==> config.mk <==
export PLATFORM = sky130hd
export DESIGN_NAME = div_issue_flat
export DESIGN_NICKNAME = d
export VERILOG_FILES = /design/src/rtl/div_pkg.sv /design/src/rtl/div_if.sv /design/src/rtl/div_fifo.sv /design/src/rtl/div_issue.sv /design/src/flat_wrapper.sv
export SDC_FILE = /design/constraint.sdc
export NUM_CORES = 1
export LEC_CHECK = 0
export ABC_AREA = 1
export BUFFER_PORTS_ARGS = -buffer_cell sky130_fd_sc_hd__buf_2
export CORE_ASPECT_RATIO = 1.75
export CORE_MARGIN = 2
export CORE_UTILIZATION = 35
export CTS_CLUSTER_DIAMETER = 100
export DETAILED_ROUTE_END_ITERATION = 8
export GPL_TIMING_DRIVEN = 0
export PLACE_DENSITY_LB_ADDON = 0.25
export SYNTH_ARGS = -nofsm -noshare
export SYNTH_HDL_FRONTEND = slang
export SYNTH_HIERARCHICAL = 1
export SYNTH_SLANG_ARGS = --single-unit
==> constraint.sdc <==
create_clock -name clk -period 4.2 [get_ports clk]
set_clock_uncertainty 0.2 [all_clocks]
set_input_delay 0.42 -clock clk [delete_from_list [all_inputs] [get_ports clk]]
set_output_delay 0.42 -clock clk [all_outputs]
set_load 0.005 [all_outputs]
==> src/rtl/div_pkg.sv <==
// rtl/div_pkg.sv - shared widths, depth default and FSM state encoding for the divide issuer
package div_pkg;

    localparam int DIV_DEPTH  = 4;
    localparam int DIVIDEND_W = 8;
    localparam int DIVISOR_W  = 4;
    localparam int RESULT_W   = 4;
    localparam int FIFO_W     = DIVIDEND_W + DIVISOR_W;

    typedef logic [1:0] div_state_t;

    localparam div_state_t ST_IDLE      = 2'd0;
    localparam div_state_t ST_WAIT_BUSY = 2'd1;
    localparam div_state_t ST_WAIT_DONE = 2'd2;

endpackage

==> src/rtl/div_if.sv <==
// rtl/div_if.sv - operand stream, divider handshake and result stream bundle
interface div_if;
    import div_pkg::*;

    logic                  in_valid;
    logic                  in_ready;
    logic [DIVIDEND_W-1:0] in_word1;
    logic [DIVISOR_W-1:0]  in_word2;

    logic                  div_start;
    logic [DIVIDEND_W-1:0] div_word1;
    logic [DIVISOR_W-1:0]  div_word2;
    logic                  div_ready;
    logic [RESULT_W-1:0]   div_quotient;
    logic [RESULT_W-1:0]   div_remainder;

    logic                  out_valid;
    logic                  out_ready;
    logic [RESULT_W-1:0]   out_quotient;
    logic [RESULT_W-1:0]   out_remainder;
    logic                  out_dbz;

    // Environment side: operand producer, divider and result consumer
    modport master (
        output in_valid, in_word1, in_word2,
        output div_ready, div_quotient, div_remainder,
        output out_ready,
        input  in_ready, div_start, div_word1, div_word2,
        input  out_valid, out_quotient, out_remainder, out_dbz
    );

    // Issuer side
    modport slave (
        input  in_valid, in_word1, in_word2,
        input  div_ready, div_quotient, div_remainder,
        input  out_ready,
        output in_ready, div_start, div_word1, div_word2,
        output out_valid, out_quotient, out_remainder, out_dbz
    );

endinterface

==> src/rtl/div_fifo.sv <==
// rtl/div_fifo.sv - operand pair FIFO, head visible combinationally
module div_fifo
    import div_pkg::*;
#(
    parameter int DEPTH = DIV_DEPTH,
    parameter int WIDTH = FIFO_W
) (
    input  logic             clk,
    input  logic             reset,
    input  logic             push,
    input  logic             pop,
    input  logic [WIDTH-1:0] wdata,
    output logic [WIDTH-1:0] rdata,
    output logic             full,
    output logic             empty
);

    localparam int AW = $clog2(DEPTH);
    localparam logic [AW:0] FULL_COUNT = (AW+1)'(DEPTH);

    logic [WIDTH-1:0] mem [DEPTH];
    logic [AW-1:0]    wptr;
    logic [AW-1:0]    rptr;
    logic [AW:0]      count;
    logic             do_push;
    logic             do_pop;

    assign full    = (count == FULL_COUNT);
    assign empty   = (count == '0);
    assign do_push = push && !full;
    assign do_pop  = pop && !empty;
    assign rdata   = mem[rptr];

    // Storage array; contents are don't-care until counted valid
    always_ff @(posedge clk) begin
        if (do_push) begin
            mem[wptr] <= wdata;
        end
    end

    // Pointers wrap naturally because DEPTH is a power of two
    always_ff @(posedge clk) begin
        if (reset) begin
            wptr  <= '0;
            rptr  <= '0;
            count <= '0;
        end else begin
            if (do_push) begin
                wptr <= wptr + 1'b1;
            end
            if (do_pop) begin
                rptr <= rptr + 1'b1;
            end
            case ({do_push, do_pop})
                2'b10:   count <= count + 1'b1;
                2'b01:   count <= count - 1'b1;
                default: count <= count;
            endcase
        end
    end

endmodule

==> src/rtl/div_issue.sv <==
// rtl/div_issue.sv - queues operand pairs and issues them one at a time to a sequential divider
module div_issue
    import div_pkg::*;
#(
    parameter int DEPTH = DIV_DEPTH
) (
    input logic   clk,
    input logic   reset,
    div_if.slave  bus
);

    logic [FIFO_W-1:0]     head;
    logic [DIVIDEND_W-1:0] head_word1;
    logic [DIVISOR_W-1:0]  head_word2;
    logic                  fifo_full;
    logic                  fifo_empty;
    logic                  push;
    logic                  pop;
    logic                  can_issue;
    logic                  take_div;
    logic                  take_dbz;
    logic                  capture;

    div_state_t            state;
    logic                  res_valid;
    logic [RESULT_W-1:0]   res_quotient;
    logic [RESULT_W-1:0]   res_remainder;
    logic                  res_dbz;

    assign push        = bus.in_valid && !fifo_full;
    assign bus.in_ready = !fifo_full;

    div_fifo #(
        .DEPTH (DEPTH),
        .WIDTH (FIFO_W)
    ) u_fifo (
        .clk   (clk),
        .reset (reset),
        .push  (push),
        .pop   (pop),
        .wdata ({bus.in_word1, bus.in_word2}),
        .rdata (head),
        .full  (fifo_full),
        .empty (fifo_empty)
    );

    assign {head_word1, head_word2} = head;
    assign bus.div_word1 = head_word1;
    assign bus.div_word2 = head_word2;

    // A head is only consumed when the single result slot is free and no divide is outstanding
    assign can_issue = (state == ST_IDLE) && !fifo_empty && !res_valid;
    assign take_div  = can_issue && (head_word2 != '0) && bus.div_ready;
    assign take_dbz  = can_issue && (head_word2 == '0);
    assign pop       = take_div || take_dbz;
    assign capture   = (state == ST_WAIT_DONE) && bus.div_ready;

    assign bus.div_start = take_div;

    // Issue FSM: wait for the divider to drop ready (accepted) then raise it again (done)
    always_ff @(posedge clk) begin
        if (reset) begin
            state <= ST_IDLE;
        end else begin
            case (state)
                ST_IDLE: begin
                    if (take_div) begin
                        state <= ST_WAIT_BUSY;
                    end
                end
                ST_WAIT_BUSY: begin
                    if (!bus.div_ready) begin
                        state <= ST_WAIT_DONE;
                    end
                end
                ST_WAIT_DONE: begin
                    if (bus.div_ready) begin
                        state <= ST_IDLE;
                    end
                end
                default: state <= ST_IDLE;
            endcase
        end
    end

    // Result slot: loaded by a divide-by-zero bypass or a divider completion, freed by the consumer
    always_ff @(posedge clk) begin
        if (reset) begin
            res_valid     <= 1'b0;
            res_quotient  <= '0;
            res_remainder <= '0;
            res_dbz       <= 1'b0;
        end else if (take_dbz) begin
            res_valid     <= 1'b1;
            res_quotient  <= '0;
            res_remainder <= '0;
            res_dbz       <= 1'b1;
        end else if (capture) begin
            res_valid     <= 1'b1;
            res_quotient  <= bus.div_quotient;
            res_remainder <= bus.div_remainder;
            res_dbz       <= 1'b0;
        end else if (res_valid && bus.out_ready) begin
            res_valid     <= 1'b0;
        end
    end

    assign bus.out_valid     = res_valid;
    assign bus.out_quotient  = res_quotient;
    assign bus.out_remainder = res_remainder;
    assign bus.out_dbz       = res_dbz;

endmodule

==> src/flat_wrapper.sv <==
// flat-port wrapper written by rule: the top's interface ports become plain ports
module div_issue_flat import div_pkg::*;
#(
    parameter int DEPTH = DIV_DEPTH
)
  (clk, reset, bus_in_valid, bus_in_word1, bus_in_word2, bus_div_ready, bus_div_quotient, bus_div_remainder, bus_out_ready, bus_in_ready, bus_div_start, bus_div_word1, bus_div_word2, bus_out_valid, bus_out_quotient, bus_out_remainder, bus_out_dbz);
  div_if bus_i ();
  input logic clk;
  input logic reset;
  input wire logic [$bits(bus_i.in_valid)-1:0] bus_in_valid;
  input wire logic [$bits(bus_i.in_word1)-1:0] bus_in_word1;
  input wire logic [$bits(bus_i.in_word2)-1:0] bus_in_word2;
  input wire logic [$bits(bus_i.div_ready)-1:0] bus_div_ready;
  input wire logic [$bits(bus_i.div_quotient)-1:0] bus_div_quotient;
  input wire logic [$bits(bus_i.div_remainder)-1:0] bus_div_remainder;
  input wire logic [$bits(bus_i.out_ready)-1:0] bus_out_ready;
  output wire logic [$bits(bus_i.in_ready)-1:0] bus_in_ready;
  output wire logic [$bits(bus_i.div_start)-1:0] bus_div_start;
  output wire logic [$bits(bus_i.div_word1)-1:0] bus_div_word1;
  output wire logic [$bits(bus_i.div_word2)-1:0] bus_div_word2;
  output wire logic [$bits(bus_i.out_valid)-1:0] bus_out_valid;
  output wire logic [$bits(bus_i.out_quotient)-1:0] bus_out_quotient;
  output wire logic [$bits(bus_i.out_remainder)-1:0] bus_out_remainder;
  output wire logic [$bits(bus_i.out_dbz)-1:0] bus_out_dbz;
  assign bus_i.in_valid = bus_in_valid;
  assign bus_i.in_word1 = bus_in_word1;
  assign bus_i.in_word2 = bus_in_word2;
  assign bus_i.div_ready = bus_div_ready;
  assign bus_i.div_quotient = bus_div_quotient;
  assign bus_i.div_remainder = bus_div_remainder;
  assign bus_i.out_ready = bus_out_ready;
  assign bus_in_ready = bus_i.in_ready;
  assign bus_div_start = bus_i.div_start;
  assign bus_div_word1 = bus_i.div_word1;
  assign bus_div_word2 = bus_i.div_word2;
  assign bus_out_valid = bus_i.out_valid;
  assign bus_out_quotient = bus_i.out_quotient;
  assign bus_out_remainder = bus_i.out_remainder;
  assign bus_out_dbz = bus_i.out_dbz;
  div_issue #(.DEPTH(DEPTH)) u_core (.clk(clk), .reset(reset), .bus(bus_i));
endmodule
==> results of run 1 <==
-- report_power, final --
part	total (mW)	internal (mW)	switching [mW]
combinational	0.517	0.190	0.326
sequential	0.860	0.818	0.0423
clock	0.635	0.394	0.241
-- area by class of cell --
type | count | area [um2] | share of cell area
Inverter | 47 | 176 | 0.0502
Buffer | 7 | 58.8 | 0.0167
Sequential cell | 69 | 1860 | 0.530
Tap cell | 92 | 115 | 0.0328
Timing Repair Buffer | 48 | 240 | 0.0684
Clock buffer | 13 | 240 | 0.0684
Clock inverter | 3 | 12.5 | 0.00356
Multi-Input combinational cell | 154 | 806 | 0.230
-- stage by stage --
stage | setup slack, ns | instances | power, mW | util | instance area, um2
4_1_cts | 1.05 | 433 | 2.05 | 0.428 | 3510
3_3_place_gp | 1.14 | 417 | 1.39 | 0.397 | 3260
6_report | 1.07 | 433 | 2.01 | 0.428 | 3510
2_1_floorplan | 1.58 | 277 | 1.21 | - | 2900
5_1_grt | 0.709 | 433 | 2.15 | 0.428 | 3510
3_5_place_dp | 1.07 | 417 | 1.40 | 0.397 | 3260
-- Yosys cell counts --
library cell,number,share of area
inv_1,44,0.057
buf_4,2,0.0052
nand3_1,7,0.012
buf_2,2,0.0034
o21ai_1,16,0.028
fa_1,1,0.0069
inv_2,3,0.0039
o21ai_0,12,0.021
o21bai_2,1,0.0039
o22ai_1,12,0.026
o21ai_2,8,0.024
ha_1,5,0.022
nand2_1,26,0.034
nand2_2,2,0.0043
a21oi_1,5,0.0086
nor2_4,1,0.0039
nand3_4,1,0.0060
a211oi_1,1,0.0026
edfxtp_1,48,0.50
nor2_1,54,0.070
buf_6,3,0.012
dfxtp_1,21,0.14
nand2_4,1,0.0039
nor2_2,1,0.0022
-- worst max-delay path: cells and delay by family (launching register included) --
family	cells	cell delay, ns
compound gates	2	0.49
fa+ha+maj	2	0.54
buf+inv	5	0.51
simple gates	9	0.82
flops	1	0.47
-- placed cells by master, fill, tap and decap left out, types with 4 or more instances in the layout --
master,Yosys,routed
a21oi_1,5,5
buf_2,2,50
clkbuf_1,0,4
clkbuf_16,0,9
dfxtp_1,21,21
edfxtp_1,48,48
ha_1,5,5
inv_1,44,44
nand2_1,26,26
nand3_1,7,7
nor2_1,54,54
o21ai_0,12,12
o21ai_1,16,16
o21ai_2,8,8
o22ai_1,12,12
-- state kept, by name, indices dropped and copies added, names as in the netlist, 2 cells and up, named ones only --
signal and cells:
u_core/u_fifo/mem 48, u_core/bus.out_quotient 4, u_core/bus.out_remainder 4, u_core/u_fifo/count 3
u_core/state 2, u_core/u_fifo/rptr 2, u_core/u_fifo/wptr 2
-- cell families (layout without fill, tap and decap cells) --
| family | after synthesis | count (layout) |
|---|---|---|
| AOI/OAI and AO/OA | 55 | 55 |
| adders and majority gates | 6 | 6 |
| buffers and inverters | 54 | 118 |
| DFF | 69 | 69 |
| and+or+nand+nor | 93 | 93 |
-- per-layer routing --
layer,up-vias,GRT usage,wire length (um),share of wire
met5,-,0,0,0
met4,0,0.0632,97,0.017
met3,10,0.0534,277,0.047
met2,46,0.250,3180,0.54
met1,923,0.152,2310,0.39
li1,1032,-,-,-
-- final timing paths --
check / depth (start not counted) / to
max: 18 / u_core/u_fifo/count[2]
min: 1 / u_core/u_fifo/mem[1][1]
max reg2reg: 18 / u_core/u_fifo/count[2]
min reg2reg: 2 / u_core/u_fifo/wptr[0]
==> impl_metrics.yaml, run 1 <==
placed_design:
  portBuffers: 48
  place_hpwl_um: 4150
  gp_congestion: 0.718
yosys:
  synth_top_family_by_area: "simple AND/OR/NAND/NOR gates"
  synth_compound_area_frac: 0.113
  muxShareOfSynthArea: 0
  syn_avg_cell_area_um2: 10.5
  yosys.area_share.simple: 0.136
  synth_cell_type_count: 24
  synth_nets: 308
  synthXorXnorAreaFrac: 0
  syn_area_um2: 2900
  yosysWarningCount: 6
  synth-seq-cells: 69
  ys_seq_area_frac: 0.641
  synth_fa_ha_area_frac: 0.0284
  synth_cells: 277
routing:
  drt_wl_total_um: 5870
  vias: 2011
  ant_nets: 0
  drc: 0
  drt-initial-drc-count: 122
  avgViaCountPerCell: 4.64
  avgRoutedWirePerCell_um: 13.6
  firstDrtPassIters: 4
run_status:
  status: "finished, final reports clean"
die:
  ioPinCount: 49
  start_util: 0.354
  die_x_um: 72.8
  die_h_um: 124
  dieArea_um2: 9070
  rows: 44
  core_um2: 8200
job:
  cap_violations: 0
power:
  irDropWorstVdd_uv: 225
  power_density_nw_per_um2: 573
  p_leak_nw: 1.44
critical_path:
  cp-end-kind: "flip-flop"
  cp_common_cell: "nand2_1"
  slowest_delay_ns: 0.47
  cp_max_fo: 10
  worstSetupStartpointType: "flip-flop"
  required_ns: 4.22
  critPathSlowestCell: "dfxtp_1"
  crit_type: "reg -> reg"
  critPathArrivalTime_ns: 3.15
  reg2reg_slack_ns: 1.07
  crit_chain: "inv_2, buf_6, nor2_1, o22ai_1, nor2_1, nand3_1, o21ai_0, nand2_1, inv_2, ha_1, inv_1, fa_1, inv_1, nand2_1, nand3_1, nand2_1, nand2_1, nor2_1"
cts:
  cts_tree: "yes"
  ctsResizeCount: 0
  postCtsSetupBuffers: 0
  htree_levels: 3
  clock_tree.root_cell: "clkbuf_16"
  path_clk_slew_ns: 0.05
  cts_sinks: 69
  numCtsBuffers: 9
  hold_buffers: 0
  clk_latency_ns: 0.32
  cts_buffer_depth: 2
global_route:
  grt_max_degree: 13
  antenna_found_initial: 0
  grt_usage: 0.145
  grt_pass1_vias: 2037
  grt_pass1_wl_um: 9660
  gr-total-overflow: 0
hold_path:
  hp-class: "in -> reg"
  min-delay-start: "bus_in_word2[1]"
timing:
  max-slew-margin-rel: 0.101
  hold_viol: 0
  fin_crit_ns: 3.13
  finalSetupViolations: 0
  setup_tns_ns: 0
  fin_hold_ws_ns: 0.111
  tightest_slew_ns: 1.34
  drv_slew: 0
  rsz0062_at_grt: "false"
  fmax_ghz: 0.319
  period_share: 0.746
layout:
  area_growth_pct: 20.9
  nets: 367
  nFillCells: 812
  drive_gt1_frac: 0.243
  num_antenna_cells: 0
No activity file was read; power rests on OpenSTA's default activity.
==> inputs of run 2 (changes only) <==
==> constraint.sdc (replaced) <==
create_clock -name clk -period 3.1 [get_ports clk]
set_clock_uncertainty 0.2 [all_clocks]
set_input_delay 0.31 -clock clk [delete_from_list [all_inputs] [get_ports clk]]
set_output_delay 0.31 -clock clk [all_outputs]
set_load 0.005 [all_outputs]
==> run 2 against run 1 <==
  * Die area unchanged
  * Non-clock buffer count up 9
  * Critical path depth stayed put
==> impl_metrics.yaml, run 2 (same netlist as run 1, synthesis figures left out) <==
cts:
  cts_sinks: 69
  htree_levels: 3
  cts_tree: "yes"
  numCtsBuffers: 9
  path_clk_slew_ns: 0.05
  clk_latency_ns: 0.32
  cts_buffer_depth: 2
  clock_tree.root_cell: "clkbuf_16"
power:
  power_density_nw_per_um2: 767
  p_seq_frac: 0.422
  power_mw: 2.76
  pwr-share-clk: 0.312
  sw_frac_of_total: 0.303
  intPower_mw: 1.93
  switchingPower_uw: 837
  combPwrFrac: 0.266
  p_leak_nw: 1.49
  irDropWorstVdd_uv: 305
placed_design:
  portBuffers: 48
  dp_slack_ns: -0.0273
  gp_congestion: 0.718
  place_hpwl_um: 4150
routing:
  drc: 0
  avgViaCountPerCell: 4.63
  drt-initial-drc-count: 115
  ant_nets: 0
  drt_wl_total_um: 5930
  firstDrtPassIters: 4
  vias: 2046
  avgRoutedWirePerCell_um: 13.4
die:
  core_um2: 8200
  start_util: 0.354
  die_x_um: 72.8
  rows: 44
  dieArea_um2: 9070
  die_h_um: 124
  ioPinCount: 49
critical_path:
  critPathArrivalTime_ns: 2.87
  reg2reg_slack_ns: 0.25
  slowest_delay_ns: 0.38
  crit_family: "simple AND/OR/NAND/NOR gates"
  worstRegToRegCells: 18
  crit_chain: "inv_1, buf_2, o21ai_0, o22ai_1, nor2_1, nand3_1, o21ai_2, nand2_1, inv_2, ha_1, inv_1, fa_1, inv_1, nand2_1, nand3_1, nand2_1, nand2_1, nor2_1"
  cp-end-kind: "flip-flop"
  required_ns: 3.12
  critPathBufInv: 5
  worstSetupStartpointType: "flip-flop"
  cp_max_fo: 10
  rr_endpoint: "u_core/u_fifo/count[2]"
  critPathSlowestCell: "fa_1"
  cp_common_cell: "nand2_1"
  crit_type: "reg -> reg"
global_route:
  grt_pass1_wl_um: 9690
  gr-total-overflow: 0
  antenna_found_initial: 0
  grt_max_degree: 13
  grt_pass1_vias: 2077
  grt_usage: 0.145
timing:
  fmax_ghz: 0.351
  rsz0062_at_grt: "false"
  finalSetupViolations: 0
  tightest_slew_ns: 1.35
  max-slew-margin-rel: 0.0986
  drv_slew: 0
  final_critical_path_setup_slack_ns: 0.250
  period_share: 0.919
  fin_crit_ns: 2.85
  hold_viol: 0
  fin_hold_ws_ns: 0.0102
hold_path:
  min-delay-start: "bus_in_word1[4]"
  whs_endpoint: "u_core/u_fifo/mem[3][8]"
  hp-class: "in -> reg"
  whs_path_depth: 1
layout:
  nFillCells: 803
  final_common_cell: "nor2_1"
  drive_gt1_frac: 0.249
  final_cell_mix: "nor2_1, buf_2, edfxtp_1"
  largest_reg_flops: 48
  area_growth_pct: 24.1
  nets: 376
  num_antenna_cells: 0
  max_flop_register: "u_core/u_fifo/mem"
job:
  cap_violations: 0
run_status:
  status: "finished, final reports clean"
==> run 2: how the worst max path moves through the flow <==
| stage | start | to | slack, ns | depth (start not counted) |
|---|---|---|---|---|
| after global routing | flip-flop | u_core/u_fifo/count[2] | 0.01 | 18 |
| final | flip-flop | u_core/u_fifo/count[2] | 0.25 | 18 |
| after floorplan | flip-flop | u_core/u_fifo/count[2] | 0.48 | 18 |
| after CTS | flip-flop | u_core/u_fifo/count[2] | 0.06 | 18 |
| after global placement | flip-flop | u_core/u_fifo/count[2] | 0.04 | 18 |
| after detailed placement | flip-flop | u_core/u_fifo/count[2] | -0.03 | 18 |
==> run 2: area by class of cell <==
cell class | count | area (um2) | area share
inverter | 47 | 176 | 0.0490
timing repair buffer | 57 | 325 | 0.0903
buffer | 7 | 58.8 | 0.0163
clock buffer | 13 | 240 | 0.0667
tap | 92 | 115 | 0.0319
sequential | 69 | 1870 | 0.518
clock inverter | 3 | 12.5 | 0.00347
multi-input combinational | 154 | 810 | 0.225
==> run 2: metal layers <==
layer  GRT usage  wire length, um  vias up
met5           0                0        -
li1            -                -     1050
met4      0.0632               87        0
met2       0.252             3220       42
met1       0.151             2370      947
met3      0.0510              244        7
==> run 2: power groups by stage <==
stage / logic (mW) / clock network, mW / registers [mW]
after floorplan: 0.467 / 0 / 1.17
after global placement: 0.704 / 0 / 1.18
after detailed placement: 0.717 / 0 / 1.18
after CTS: 0.729 / 0.885 / 1.17
after global routing: 0.847 / 0.930 / 1.18
final: 0.735 / 0.862 / 1.17
==> run 2: stage by stage <==
| step | instances | TNS, ns | cell area (um2) | utilization |
|---|---|---|---|---|
| 2_1_floorplan | 277 | 0 | 2900 | - |
| 3_3_place_gp | 417 | 0 | 3260 | 0.397 |
| 3_5_place_dp | 417 | -0.0273 | 3260 | 0.397 |
| 4_1_cts | 440 | 0 | 3580 | 0.437 |
| 5_1_grt | 442 | 0 | 3600 | 0.439 |
| 6_report | 442 | 0 | 3600 | 0.439 |
==> run 2: timing repair <==
item,in CTS,in global routing
resized for setup,1,3
setup buffers,0,2
pin swaps,0,1
endpoints found under the hold margin,28,0
setup endpoints to repair,1,2
hold buffers,7,0
==> inputs of run 3 (changes only) <==
--- a/config.mk
+++ b/config.mk
@@ -9,10 +9,11 @@
 export BUFFER_PORTS_ARGS = -buffer_cell sky130_fd_sc_hd__buf_2
 export CORE_ASPECT_RATIO = 1.75
 export CORE_MARGIN = 2
-export CORE_UTILIZATION = 35
+export CORE_UTILIZATION = 55
 export CTS_CLUSTER_DIAMETER = 100
 export DETAILED_ROUTE_END_ITERATION = 8
 export GPL_TIMING_DRIVEN = 0
+export HOLD_SLACK_MARGIN = 0.15
 export PLACE_DENSITY_LB_ADDON = 0.25
 export SYNTH_ARGS = -nofsm -noshare
 export SYNTH_HDL_FRONTEND = slang
==> run 3 against run 2 <==
  * The flow now finishes with violations (DRC)
  * Register-to-register slack better by 0.04 ns
  * Clock-buffer cell count is 4 lower
  * Combinational power barely moved
  * Critical endpoint unchanged
  * Largest cell class unchanged
==> impl_metrics.yaml, run 3 (same netlist as run 1, synthesis figures left out) <==
power:
  irDropWorstVdd_uv: 404
  power_mw: 2.61
  p_leak_nw: 1.52
  power_density_nw_per_um2: 714
die:
  rows: 35
  dieArea_um2: 5900
  die_x_um: 58.9
  core_um2: 5170
  die_h_um: 100
  start_util: 0.562
  ioPinCount: 49
timing:
  final_critical_path_setup_slack_ns: 0.294
  period_share: 0.905
  hold_viol: 0
  setup_tns_ns: 0
  finalSetupViolations: 0
  max-slew-margin-rel: 0.205
  fmax_ghz: 0.356
  tightest_slew_ns: 1.19
  drv_slew: 0
  fin_crit_ns: 2.81
critical_path:
  slowest_delay_ns: 0.40
  worstRegToRegCells: 18
  critPathArrivalTime_ns: 2.85
  reg2reg_slack_ns: 0.29
  crit_family: "simple AND/OR/NAND/NOR gates"
  crit_chain: "inv_2, buf_6, nor2_1, o22ai_1, nor2_1, nand3_1, o21ai_2, nand2_1, inv_2, ha_1, inv_1, fa_1, inv_1, nand2_1, nand3_1, nand2_1, nand2_1, nor2_1"
  cp_max_fo: 10
  cp_common_cell: "nand2_1"
  crit_type: "reg -> reg"
  critPathSlowestCell: "dfxtp_2"
  worstSetupStartpointType: "flip-flop"
  critPathBufInv: 5
  rr_endpoint: "u_core/u_fifo/count[2]"
  required_ns: 3.14
  cp-end-kind: "flip-flop"
layout:
  drive_gt1_frac: 0.247
  fin_cells: 420
  final_common_cell: "nor2_1"
  final_cell_mix: "nor2_1, buf_2, edfxtp_1"
  nets: 391
  nFillCells: 385
  multi_input_area_um2: 810
  largest_reg_flops: 48
  fin_area_um2: 3660
  num_antenna_cells: 0
  max_flop_register: "u_core/u_fifo/mem"
  regArea_um2: 1860
  area_growth_pct: 25.9
cts:
  numCtsBuffers: 9
  cts_tree: "yes"
  htree_levels: 3
  path_clk_slew_ns: 0.08
  cts_buffer_depth: 2
  cts_sinks: 69
  clk_latency_ns: 0.34
  clock_tree.root_cell: "clkbuf_8"
routing:
  ant_nets: 0
  firstDrtPassIters: 7
  vias: 2160
  avgRoutedWirePerCell_um: 14.2
  avgViaCountPerCell: 5.14
  drc: 3
  drt_wl_total_um: 5950
  drt-initial-drc-count: 75
run_status:
  violations: "DRC"
  status: "finished, violations left"
global_route:
  grt_usage: 0.223
  grt_pass1_wl_um: 9450
  antenna_found_initial: 0
  grt_max_degree: 14
  grt_pass1_vias: 2232
  gr-total-overflow: 0
job:
  cap_violations: 0
hold_path:
  whs_path_depth: 5
  whs_endpoint: "u_core/u_fifo/wptr[1]"
  min-delay-start: "bus_in_valid"
  hp-class: "in -> reg"
placed_design:
  gp_congestion: 0.717
  portBuffers: 48
  place_hpwl_um: 3830
  dp_slack_ns: 0.0654
  placed_cells: 380
  place_area_um2: 3210
-- run 3: changes by cell type in the layout (fill, tap and decap cells not counted), sizes merged --
cell	change
bufinv	+1
clkbuf	-4
dlygate4sd3	+17
inv	+1
clkinvlp	+2
buf	-2
-- run 3: cell type report --
type | count | area share
Inverter | 47 | 0.0483
Clock buffer | 9 | 0.0339
Buffer | 7 | 0.0161
Clock inverter | 7 | 0.0205
Multi-Input combinational cell | 154 | 0.221
Tap cell | 55 | 0.0188
Timing Repair Buffer | 72 | 0.131
Sequential cell | 69 | 0.510
-- run 3: timing repair --
action | 4_1_cts | 5_1_grt
endpoints found under the setup margin | 0 | 1
hold endpoints to repair | 64 | 0
hold buffers | 24 | 0
resized for setup | 0 | 3
setup buffers | 0 | 0
-- run 3: layer usage --
layer | vias to the layer above | global-route usage | routed length [um]
met2 | 60 | 0.435 | 3390
met5 | - | 0 | 0
met1 | 1011 | 0.194 | 2170
met3 | 6 | 0.0644 | 309
met4 | 0 | 0.103 | 78
li1 | 1083 | - | -
-- run 3: how the worst max path moves through the flow --
stage	start	to	slack [ns]	cells past startpoint
4_1_cts	flip-flop	u_core/u_fifo/count[2]	0.06	18
6_report	flip-flop	u_core/u_fifo/count[2]	0.29	18
3_3_place_gp	flip-flop	u_core/u_fifo/count[2]	0.12	18
5_1_grt	flip-flop	u_core/u_fifo/count[2]	-0.007	18
3_5_place_dp	flip-flop	u_core/u_fifo/count[2]	0.07	18
2_1_floorplan	flip-flop	u_core/u_fifo/count[2]	0.48	18
-- run 3: stage by stage --
| step | hold WS, ns | utilization |
|---|---|---|
| 2_1_floorplan | 0.179 | - |
| 3_3_place_gp | 0.291 | 0.622 |
| 3_5_place_dp | 0.289 | 0.622 |
| 4_1_cts | 0.167 | 0.707 |
| 5_1_grt | 0.201 | 0.708 |
| 6_report | 0.176 | 0.708 |
-- run 3: power by group --
| part | total, mW | switching, mW | internal (mW) |
|---|---|---|---|
| logic | 0.733 | 0.452 | 0.281 |
| clock network | 0.714 | 0.340 | 0.374 |
| registers | 1.17 | 0.0593 | 1.11 |
-- run 3: worst reg2reg max path: stages (launching register included) --
cell	delay, ns
dfxtp_2	0.40
inv_2	0.09
buf_6	0.15
nor2_1	0.09
o22ai_1	0.14
nor2_1	0.12
nand3_1	0.16
o21ai_2	0.21
nand2_1	0.13
inv_2	0.08
ha_1	0.16
inv_1	0.07
fa_1	0.38
inv_1	0.07
nand2_1	0.05
nand3_1	0.08
nand2_1	0.05
nand2_1	0.05
nor2_1	0.03
